**src/rtl/lanectrl_delay_tap_sequencer.sv**
```systemverilog
// lanectrl_delay_tap_sequencer
// Turns move/load requests from the PHY training FSM into spaced DQS
// delay-line pulses for one DDR4 lane, wraps TX line activity in an
// HS_IO_CLK pause window and tracks the RX and TX tap positions.
//
// Handshake: a request transfers on a FAB_CLK edge where REQ_VALID and
// REQ_READY are both 1; REQ_READY is 1 only in IDLE (and never while
// RESET_N is low), REQ_* are captured on that edge and REQ_VALID may drop
// afterwards. Completion is a single-cycle DONE, with DONE_ERR valid alongside.
module lanectrl_delay_tap_sequencer #(
    parameter int TAP_W       = 8,
    parameter int MAX_TAP     = 255,
    parameter int LOAD_VAL    = 1,
    parameter int MOVE_GAP    = 3,
    parameter int PAUSE_SETUP = 2,
    parameter int PAUSE_HOLD  = 2
) (
    input  logic             FAB_CLK,
    input  logic             RESET_N,
    input  logic             REQ_VALID,
    output logic             REQ_READY,
    input  logic             REQ_OP,
    input  logic             REQ_LINE,
    input  logic             REQ_DIR,
    input  logic [TAP_W-1:0] REQ_COUNT,
    output logic             DONE,
    output logic             DONE_ERR,
    output logic [TAP_W-1:0] RX_TAP,
    output logic [TAP_W-1:0] TX_TAP,
    output logic             DELAY_LINE_SEL,
    output logic             DELAY_LINE_LOAD,
    output logic             DELAY_LINE_DIRECTION,
    output logic             DELAY_LINE_MOVE,
    output logic             HS_IO_CLK_PAUSE,
    input  logic             RX_DELAY_LINE_OUT_OF_RANGE,
    input  logic             TX_DELAY_LINE_OUT_OF_RANGE,
    output logic [2:0]       STATE_DBG
);

    typedef enum logic [2:0] {
        IDLE       = 3'd0,
        PAUSE_PRE  = 3'd1,
        LOAD       = 3'd2,
        MOVE       = 3'd3,
        GAP        = 3'd4,
        PAUSE_POST = 3'd5,
        RESP       = 3'd6
    } state_t;

    localparam logic [TAP_W-1:0] TAP_MAX  = TAP_W'(MAX_TAP);
    localparam logic [TAP_W-1:0] TAP_LOAD = TAP_W'(LOAD_VAL);
    localparam logic [3:0]       GAP_LAST  = 4'(MOVE_GAP - 1);
    localparam logic [3:0]       SETUP_LAST = 4'(PAUSE_SETUP - 1);
    localparam logic [3:0]       HOLD_LAST  = 4'(PAUSE_HOLD - 1);

    state_t           state_q, state_d;
    logic [3:0]       cnt_q, cnt_d;
    logic [TAP_W-1:0] rem_q, rem_d;
    logic             err_q, err_d;
    logic             line_q, line_d;
    logic             dir_q, dir_d;
    logic             op_q, op_d;
    logic [TAP_W-1:0] rx_tap_q, rx_tap_d;
    logic [TAP_W-1:0] tx_tap_q, tx_tap_d;

    // Request view used by the "what happens next" decision: live inputs
    // while accepting in IDLE, captured fields everywhere else.
    logic             sel_op, sel_line, sel_dir;
    logic [TAP_W-1:0] sel_count, sel_tap;
    logic             blocked;
    state_t           finish_st, step_st;
    logic             step_err;
    logic             req_fire;
    logic             oor_sel;

    assign req_fire = REQ_VALID & REQ_READY;
    assign oor_sel  = line_q ? TX_DELAY_LINE_OUT_OF_RANGE : RX_DELAY_LINE_OUT_OF_RANGE;

    // Decide the next work step: load, next tap pulse, or wrap-up (with the
    // range check that stops a pulse which would run the tap off either end).
    always_comb begin
        sel_op    = (state_q == IDLE) ? REQ_OP    : op_q;
        sel_line  = (state_q == IDLE) ? REQ_LINE  : line_q;
        sel_dir   = (state_q == IDLE) ? REQ_DIR   : dir_q;
        sel_count = (state_q == IDLE) ? REQ_COUNT : rem_q;
        sel_tap   = sel_line ? tx_tap_q : rx_tap_q;
        blocked   = sel_dir ? (sel_tap == TAP_MAX) : (sel_tap == '0);
        finish_st = sel_line ? PAUSE_POST : RESP;
        step_err  = 1'b0;
        if (sel_op) begin
            step_st = LOAD;
        end else if (sel_count == '0) begin
            step_st = finish_st;
        end else if (blocked) begin
            step_st  = finish_st;
            step_err = 1'b1;
        end else begin
            step_st = MOVE;
        end
    end

    // Next-state, counters and tap tracking.
    always_comb begin
        state_d  = state_q;
        cnt_d    = cnt_q;
        rem_d    = rem_q;
        err_d    = err_q;
        line_d   = line_q;
        dir_d    = dir_q;
        op_d     = op_q;
        rx_tap_d = rx_tap_q;
        tx_tap_d = tx_tap_q;
        case (state_q)
            IDLE: begin
                if (req_fire) begin
                    line_d = REQ_LINE;
                    dir_d  = REQ_DIR;
                    op_d   = REQ_OP;
                    rem_d  = REQ_COUNT;
                    if (REQ_LINE) begin
                        state_d = PAUSE_PRE;
                        err_d   = 1'b0;
                    end else begin
                        state_d = step_st;
                        err_d   = step_err;
                    end
                end
            end
            PAUSE_PRE: begin
                cnt_d = cnt_q - 4'd1;
                if (cnt_q == 4'd0) begin
                    state_d = step_st;
                    err_d   = err_q | step_err;
                end
            end
            LOAD: begin
                if (line_q) tx_tap_d = TAP_LOAD;
                else        rx_tap_d = TAP_LOAD;
                state_d = line_q ? PAUSE_POST : RESP;
            end
            MOVE: begin
                if (line_q) begin
                    if (dir_q && tx_tap_q != TAP_MAX)      tx_tap_d = tx_tap_q + 1'b1;
                    else if (!dir_q && tx_tap_q != '0)     tx_tap_d = tx_tap_q - 1'b1;
                end else begin
                    if (dir_q && rx_tap_q != TAP_MAX)      rx_tap_d = rx_tap_q + 1'b1;
                    else if (!dir_q && rx_tap_q != '0)     rx_tap_d = rx_tap_q - 1'b1;
                end
                rem_d   = rem_q - 1'b1;
                state_d = GAP;
            end
            GAP: begin
                cnt_d = cnt_q - 4'd1;
                if (cnt_q == 4'd0) begin
                    if (oor_sel) begin
                        // Lane reports the line ran out: drop remaining taps,
                        // keep the counted position.
                        err_d   = 1'b1;
                        rem_d   = '0;
                        state_d = line_q ? PAUSE_POST : RESP;
                    end else begin
                        state_d = step_st;
                        err_d   = err_q | step_err;
                    end
                end
            end
            PAUSE_POST: begin
                cnt_d = cnt_q - 4'd1;
                if (cnt_q == 4'd0) state_d = RESP;
            end
            RESP: begin
                err_d   = 1'b0;
                state_d = IDLE;
            end
            default: state_d = IDLE;
        endcase
        // Timed states start their countdown on entry.
        if (state_d != state_q) begin
            case (state_d)
                PAUSE_PRE:  cnt_d = SETUP_LAST;
                GAP:        cnt_d = GAP_LAST;
                PAUSE_POST: cnt_d = HOLD_LAST;
                default:    cnt_d = cnt_d;
            endcase
        end
    end

    // State and datapath registers with synchronous active-low reset.
    always_ff @(posedge FAB_CLK) begin
        if (!RESET_N) begin
            state_q  <= IDLE;
            cnt_q    <= '0;
            rem_q    <= '0;
            err_q    <= 1'b0;
            line_q   <= 1'b0;
            dir_q    <= 1'b0;
            op_q     <= 1'b0;
            rx_tap_q <= TAP_LOAD;
            tx_tap_q <= TAP_LOAD;
        end else begin
            state_q  <= state_d;
            cnt_q    <= cnt_d;
            rem_q    <= rem_d;
            err_q    <= err_d;
            line_q   <= line_d;
            dir_q    <= dir_d;
            op_q     <= op_d;
            rx_tap_q <= rx_tap_d;
            tx_tap_q <= tx_tap_d;
        end
    end

    // Lane-facing outputs decode straight from the registered state.
    always_comb begin
        REQ_READY            = (state_q == IDLE) & RESET_N;
        DONE                 = (state_q == RESP);
        DONE_ERR             = (state_q == RESP) & err_q;
        DELAY_LINE_LOAD      = (state_q == LOAD);
        DELAY_LINE_MOVE      = (state_q == MOVE);
        DELAY_LINE_SEL       = (state_q != IDLE) & line_q;
        DELAY_LINE_DIRECTION = (state_q != IDLE) & dir_q;
        HS_IO_CLK_PAUSE      = line_q & (state_q != IDLE) & (state_q != RESP);
        RX_TAP               = rx_tap_q;
        TX_TAP               = tx_tap_q;
        STATE_DBG            = state_q;
    end

endmodule

```
**config.mk**
```make
export PLATFORM = sky130hd
export DESIGN_NAME = lanectrl_delay_tap_sequencer
export DESIGN_NICKNAME = d
export VERILOG_FILES = /design/src/rtl/lanectrl_delay_tap_sequencer.sv
export SDC_FILE = /design/constraint.sdc
export NUM_CORES = 1
export LEC_CHECK = 0
export ABC_CLOCK_PERIOD_IN_PS = 7700
export CORE_MARGIN = 4
export CORE_UTILIZATION = 30
export CTS_CLUSTER_SIZE = 40
export DETAILED_ROUTE_END_ITERATION = 16
export PLACE_DENSITY = 0.58
export SYNTH_ARGS = -nofsm -noshare
export SYNTH_HDL_FRONTEND = slang
export SYNTH_SLANG_ARGS = --single-unit
```
**constraint.sdc**
```tcl
create_clock -name FAB_CLK -period 7.7 [get_ports FAB_CLK]
set_input_delay 0.77 -clock FAB_CLK [delete_from_list [all_inputs] [get_ports FAB_CLK]]
set_output_delay 0.77 -clock FAB_CLK [all_outputs]
set_load 0.02 [all_outputs]
```
* Word level (Yosys, flattened, before mapping)
Cells that the tools add are included.
** Operators by class
- $add $sub $neg :: 6
- Equality and inequality tests :: 24
- Mux-type cells :: 45
- Bitwise logic cells :: 7
- Reduce and logical (&&, ||, !) cells :: 22
** Operators with widths (number)
- $mux W8 :: 13
- $pmux W8 S2 :: 2
- $mux W3 :: 9
- $pmux W8 S3 :: 1
- $sub A8 B1 Y8 const B :: 3
- $pmux W3 S6 :: 1
- $add A8 B1 Y8 const B :: 2
- $logic_not A8 Y1 :: 2
- $ne A8 B8 Y1 const B :: 2
- $reduce_and A4 Y1 :: 4
- $reduce_bool A8 Y1 :: 2
- $eq A3 B3 Y1 const B :: 5
- $mux W1 :: 13
- $ne A2 B2 Y1 const B :: 6
- $eq A8 B8 Y1 const B :: 1
- $mux W4 :: 2
- $pmux W4 S2 :: 1
- $and A1 B1 Y1 :: 6
- $eq A3 B1 Y1 const B :: 2
- $eq A3 B2 Y1 const B :: 2
- $ne A3 B1 Y1 const B :: 2
- $reduce_bool A3 Y1 :: 2
- $logic_and A1 B1 Y1 :: 4
- $logic_not A4 Y1 :: 1
- 14 further kinds :: 16
** Storage, ports and cells
- Register bits after elaboration :: 35
- Input port bits :: 16
- Output and inout bits :: 27
- Word-level logic and storage cells :: 113

* Logic depth before layout (Yosys ltp)
Gate-level depths: netlist of run 1.
- Depth in word-level cells :: 15
- Mapped depth :: 11
- Mapped depth without buffers :: 11

* Worst setup path after synthesis of run 1
Ideal clock, no wire load.
- Path kind :: register to register
- From :: register rx_tap_q[1], in the netlist RX_TAP[1]
- To :: register rx_tap_q[6], in the netlist RX_TAP[6]
- Library setup time :: 0.070 ns
- Data arrival time :: 3.055 ns
- Required time :: 7.630 ns
- Setup slack :: 4.574 ns
- Stages on the path, launching flop included :: 12
- Buffers on the path :: 0
- Period minus slack after synthesis :: 3.126 ns
- Cell sequence :: dfxtp_1 nand4_1 o21ai_0 inv_1 fa_1 nor2b_1 o21ai_0 a21boi_0 o21a_1 nor3_1 or4b_2 a21oi_1
** Between the ends
- Cells in the longest elaborated chain, start to end :: 5
- Elaborated cells on any way between the ends :: 12
- Those cells by class :: 2 x add/sub; 2 x eq/ne; 4 x mux; 4 x reduce/logical
** RTL lines
- from (decl) :: RTL line 63 : logic [TAP_W-1:0] rx_tap_q, rx_tap_d;
- from (signal assigned) :: RTL line 208 : rx_tap_q <= rx_tap_d;
- $sub A8 B1 Y8 or $ne A8 B8 Y1 (tied branches) :: RTL line 147, 146
- $mux W8 or $logic_and A1 B1 Y1 (tied branches) :: RTL line 147, 146
- $mux W8 :: RTL line 146 : if (dir_q && rx_tap_q != TAP_MAX) rx_tap_d = rx_tap_q + 1'b1;
- $mux W8 :: RTL line 142 : if (line_q) begin
- $pmux W8 S2 :: RTL line 113 : case (state_q)
Several ways; a longest one is shown, not always the timed one. The select of a mux whose other input is x is not followed.
A chain may end at the register's enable or synchronous reset.

* Worst setup path in the final report of run 1
- From :: register state_q[1], in the netlist STATE_DBG[1]
- To :: output port DELAY_LINE_MOVE
** Between the ends
- Cells in the longest elaborated chain, start to end :: 1
** RTL lines
- from (decl) :: RTL line 56 : state_t state_q, state_d;
- from (signal assigned) :: RTL line 201 : state_q <= state_d;
- $eq A3 B2 Y1 :: RTL line 219 : DELAY_LINE_MOVE = (state_q == MOVE);
- to (decl) :: RTL line 33 : output logic DELAY_LINE_MOVE,
Every way passes these cells.

==> impl_metrics.env, run 1 <==
export IMPL_status="completed"
export IMPL_hold_violations=0
export IMPL_synth_edf_count=0
export IMPL_initial_utilization_pct=30.8
export IMPL_path_cells="nor2b_1 -> nand2_1 -> clkinv_1 -> clkdlybuf4s50_1"
export IMPL_synth_seq_cells=35
export IMPL_io_buffers=42
export IMPL_cp_arrival_ns=3.23
export IMPL_netlist_top_cell_by_area="dfxtp_1"
export IMPL_async_flop_share_pct=0
export IMPL_clock_sinks=35
export IMPL_antenna_found_initial=0
export IMPL_drive_gt1_share_pct=4.26
export IMPL_grt_pass1_wl_um=13000
export IMPL_dieArea_um2=10500
export IMPL_die_y_um=103
export IMPL_setup_tns_final_ns=0
export IMPL_rows=34
export IMPL_hpwl_um=5610
export IMPL_synthFlopType="dfxtp_1"
export IMPL_slew_violations=0
export IMPL_wl_per_cell_um=15.5
export IMPL_synth_cell_area_um2=2680
export IMPL_rsz0062_at_grt="false"
export IMPL_peakVddDrop_uv=104
export IMPL_seq_area_frac_synth_pct=26.1
export IMPL_postLayoutCellArea_um2=3240
export IMPL_synth_fp_nets=398
export IMPL_core_area_um2=8720
export IMPL_tightest_slew_ns=1.17
export IMPL_p_leak_nw=1.21
export IMPL_setup_viol=0
export IMPL_fmax_mhz=250
export IMPL_grt_max_degree=24
export IMPL_cp_start_kind="flop"
export IMPL_skew_ns=0.00731
export IMPL_dpl_cell_area_um2=3160
export IMPL_initialDrtViolationCount=128
export IMPL_wirelength_um=7840
export IMPL_post_synth_top_area_fraction_pct=26.1
export IMPL_fill_cells=925
export IMPL_hold_class="reg2reg"
export IMPL_grtUsageTotal_pct=15.3
export IMPL_grt_pass1_vias=2575
export IMPL_cts_max_level=2
export IMPL_cap_violations=0
export IMPL_synthDistinctLibCells=60
export IMPL_final_util_pct=37.2
export IMPL_gp_congestion=0.863
export IMPL_slowest_delay_ns=0.70
export IMPL_cts_resized=0
export IMPL_cp_required_ns=6.93
export IMPL_ios=43
export IMPL_root_buffer="clkbuf_8"
export IMPL_syn_to_final_growth_pct=20.8
export IMPL_synthCells=366
export IMPL_first_pass_iters=5
export IMPL_ant_nets=0
export IMPL_overflow=0
export IMPL_fin_crit_sh_pct=51.9
export IMPL_ys_warn_count=0
export IMPL_final_cells=507
export IMPL_die_w_um=103
export IMPL_powerDensity_nw_per_um2=325
export IMPL_period_minus_slack_ns=4.00
export IMPL_antenna_cells=0
export IMPL_path_max_fanout=21
export IMPL_clockBufferDepth=2
export IMPL_dp_cells=499
export IMPL_cts_hold_buf=0
export IMPL_cts_tree="yes"
export IMPL_cts_buffers=5
export IMPL_finalNetCount=430
export IMPL_clk_pin_slew_ns=0.07
export IMPL_crit_type="reg2out"
export IMPL_synth_area_leaders="dfxtp_1, a21oi_1, ha_1"
export IMPL_drc=0
export IMPL_slew_headroom_pct=21.7
export IMPL_cp_slowest_cell="dfxtp_1"
export IMPL_end_kind="output pin"
export IMPL_post_cts_setup_buffers=0
export IMPL_vias=2764
export IMPL_vias_per_cell=5.45
export IMPL_clk_latency_ns=0.29
export IMPL_timing_hold_ws_ns=0.477
export IMPL_syn_avg_cell_area_um2=7.33
[flip-flops by register name, summed over array words and instances (netlist names)]
register / count
RX_TAP: 8
op_q: 1
cnt_q: 4
STATE_DBG: 3
rem_q: 8
line_q: 1
err_q: 1
dir_q: 1
TX_TAP: 8
[placed cells by master (no fill, tap or decap), types with 3 or more instances in the layout]
| cell | synthesis | routed |
|---|---|---|
| ha_1 | 14 | 14 |
| o21ai_0 | 21 | 21 |
| o211ai_1 | 4 | 4 |
| a31oi_1 | 5 | 5 |
| xor2_1 | 3 | 3 |
| a211oi_1 | 6 | 6 |
| nand4_1 | 4 | 4 |
| inv_1 | 24 | 24 |
| and2_1 | 5 | 5 |
| a21o_1 | 3 | 3 |
| mux2i_1 | 4 | 4 |
| clkdlybuf4s50_1 | 0 | 42 |
| o31ai_1 | 3 | 3 |
| o31a_1 | 3 | 3 |
| clkbuf_8 | 0 | 5 |
| nand3_1 | 6 | 6 |
| dfxtp_1 | 35 | 35 |
| or4_1 | 6 | 6 |
| a21oi_1 | 37 | 37 |
| nor2b_1 | 9 | 9 |
| nor4_1 | 6 | 6 |
| and3_1 | 4 | 4 |
| xnor2_1 | 7 | 7 |
| nor2_1 | 46 | 46 |
| nand2_1 | 31 | 31 |
| nor3_1 | 22 | 22 |
[worst max-delay path: cells and delay by family (launching register included)]
family,cells,cell delay [ns]
AND/OR/NAND/NOR,2,1.14
flip-flops,1,0.70
buffers and inverters,2,1.10
[worst paths after layout]
| path | slack, ns | endpoint | start | cells past startpoint |
|---|---|---|---|---|
| max | 3.70 | DELAY_LINE_MOVE | STATE_DBG[1] | 4 |
| min | 0.48 | op_q | op_q | 2 |
| max reg2reg | 4.12 | RX_TAP[6] | RX_TAP[1] | 11 |
| min reg2reg | 0.48 | op_q | op_q | 2 |
[cells in the mapped netlist (all sizes together), types with 7 or more instances]
master and instances:
a21oi 38, buf 9, clkbuf 9, dfxtp 35
ha 14, inv 24, nand2 31, nor2 46
nor2b 9, nor3 24, o21ai 21, xnor2 7
[cell type report]
| cell class | instances | area (um^2) | share of cell area, % |
|---|---|---|---|
| Timing Repair Buffer | 43 | 428 | 13.2 |
| Multi-Input combinational cell | 288 | 1800 | 55.6 |
| Clock buffer | 7 | 76.3 | 2.35 |
| Tap cell | 108 | 135 | 4.17 |
| Inverter | 25 | 93.8 | 2.89 |
| Sequential cell | 35 | 701 | 21.6 |
| Clock inverter | 1 | 5.00 | 0.154 |
[per-stage QoR]
stage	total power [mW]	worst slack [ns]
floorplan	0.762	4.57
global placement	0.913	4.16
detailed placement	0.915	3.98
CTS	1.06	3.67
global route	1.15	3.45
finish	1.05	3.70
[power breakdown]
group          total (mW)  leakage, nW  internal (mW)  switching, mW
Clock               0.137       0.0422         0.0637         0.0733
Sequential          0.265        0.284          0.214         0.0510
Combinational       0.651        0.887          0.266          0.386
[logic make-up (layout without fill, tap and decap cells)]
logic type      Yosys count  in the layout  synth area share, %
compound gates          107            107                 25.8
flops                    35             35                 26.1
simple gates            150            150                 28.2
buf+inv                  43             76                 6.71
mux                       5              5                 1.91
fa+ha+maj                16             16                 8.02
xor+xnor                 10             10                 3.26
[metal layers]
metal  global-route usage, %  vias to the layer above  part of all wire, %
li1                        -                     1389                    -
met4                    3.83                        0                  1.4
met3                    2.98                       11                  6.7
met5                       0                        -                    0
met1                    21.5                     1284                   46
met2                    24.0                       80                   46
Note: power is estimated with default switching activity, not from simulation.
==> run 2, diff against run 1 <==
- ABC_CLOCK_PERIOD_IN_PS: 7700 -> 3550
- PLACE_DENSITY: 0.58 -> 0.6
- clock period: 7.7 -> 3.55 ns (I/O delays scaled with it)
==> run 2 against run 1 <==
Global-route usage shrank 0.14 points. Sequential cell count unchanged. Combinational power rose by 120%. Largest cell class unchanged.
==> impl_metrics.env, run 2 (synthesis gave the netlist of run 1 again) <==
export IMPL_crit_type="reg2reg"
export IMPL_clockBufferDepth=2
export IMPL_finalNetCount=439
export IMPL_final_cells=516
export IMPL_cts_resized=0
export IMPL_r2r_start="RX_TAP[3]"
export IMPL_postLayoutCellArea_um2=3330
export IMPL_cts_tree="yes"
export IMPL_initialDrtViolationCount=124
export IMPL_hpwl_um=5730
export IMPL_tightest_slew_ns=0.874
export IMPL_gp_congestion=0.859
export IMPL_wirelength_um=7700
export IMPL_grtUsageTotal_pct=15.1
export IMPL_grt_max_degree=24
export IMPL_setup_viol=0
export IMPL_dp_cells=508
export IMPL_dpl_cell_area_um2=3230
export IMPL_clock_sinks=35
export IMPL_busiest_layer="met2"
export IMPL_syn_to_final_growth_pct=24.0
export IMPL_rows=34
export IMPL_period_minus_slack_ns=2.96
export IMPL_end_kind="flop"
export IMPL_setup_tns_final_ns=0
export IMPL_drc=0
export IMPL_dieArea_um2=10500
export IMPL_worstSetupStartpoint="RX_TAP[3]"
export IMPL_p_leak_nw=1.26
export IMPL_grtUsageMet1_pct=20.2
export IMPL_fill_cells=910
export IMPL_antenna_cells=0
export IMPL_overflow=0
export IMPL_status="completed"
export IMPL_slew_headroom_pct=41.7
export IMPL_grt_pass1_wl_um=12900
export IMPL_skew_ns=0.00594
export IMPL_cap_violations=0
export IMPL_total_power_mw=2.36
export IMPL_rsz0062_at_grt="false"
export IMPL_peakVddDrop_uv=234
export IMPL_min_from="op_q"
export IMPL_fin_crit_sh_pct=83.4
export IMPL_cts_buffers=5
export IMPL_pre_cts_ws_ns=0.593
export IMPL_hold_class="reg2reg"
export IMPL_drive_gt1_share_pct=6.86
export IMPL_core_area_um2=8720
export IMPL_initial_utilization_pct=30.8
export IMPL_ios=43
export IMPL_layout_common_cells="nor2_1, clkdlybuf4s50_1, a21oi_1, dfxtp_1, nand2_1"
export IMPL_cp_required_ns=3.77
export IMPL_powerDensity_nw_per_um2=708
export IMPL_setup_slack_ns=0.591
export IMPL_hold_violations=0
export IMPL_grt_pass1_vias=2606
export IMPL_cts_max_level=2
export IMPL_ant_nets=0
export IMPL_cp_start_kind="flop"
export IMPL_first_pass_iters=4
export IMPL_wl_per_cell_um=14.9
export IMPL_vias_per_cell=5.36
export IMPL_antenna_found_initial=0
export IMPL_fmax_mhz=338
export IMPL_clk_pin_slew_ns=0.09
export IMPL_path_max_fanout=7
export IMPL_post_cts_setup_buffers=0
export IMPL_vias=2765
export IMPL_met3_usage_pct=3.32
export IMPL_final_common_cell="nor2_1"
export IMPL_io_buffers=42
export IMPL_slew_violations=0
export IMPL_cp_arrival_ns=3.18
export IMPL_cts_hold_buf=0
export IMPL_die_y_um=103
export IMPL_clk_latency_ns=0.29
export IMPL_grtUsageMet2_pct=25.2
export IMPL_root_buffer="clkbuf_8"
export IMPL_die_w_um=103
run 2: layout make-up:
type                            count  area (um^2)  share of cell area [%]
Multi-Input combinational cell    288         1800                    54.2
Sequential cell                    35          701                    21.1
Timing Repair Buffer               52          495                    14.9
Tap cell                          108          135                    4.06
Inverter                           25         93.8                    2.82
Clock buffer                        6         82.6                    2.48
Clock inverter                      2         16.3                   0.489
run 2: path summary, 6_finish.rpt:
check | end | slack [ns] | depth (start not counted)
setup reg to reg | RX_TAP[6] | 0.59 | 12
setup / recovery | RX_TAP[6] | 0.59 | 12
hold reg to reg | op_q | 0.48 | 2
hold / removal | op_q | 0.48 | 2
run 2: stage by stage:
step                      util [%]  hold WS (ns)
after floorplan                  -         0.444
after global placement        37.0         0.459
after detailed placement      37.0         0.469
after CTS                     38.1         0.483
after global routing          38.1         0.521
final                         38.1         0.480
run 2: power breakdown:
group	total [mW]	switching [mW]	internal, mW
combinational	1.46	0.845	0.613
sequential	0.570	0.104	0.465
clock	0.329	0.170	0.159
run 2: layer usage:
metal  vias up  wire, um
met4         0        63
met3         6       536
met2        71      3580
met5         -         0
met1      1282      3520
li1       1406         -
run 2: worst max-delay path: stages (launching register included):
cell and delay [ns]:
dfxtp_1 0.44, nand4_1 0.14, o21ai_0 0.18, buf_4 0.17
inv_1 0.08, fa_1 0.39, nor2b_1 0.15, o21ai_0 0.11
a21boi_0 0.28, o21a_1 0.16, nor3_1 0.04, or4b_2 0.60
a21oi_1 0.15
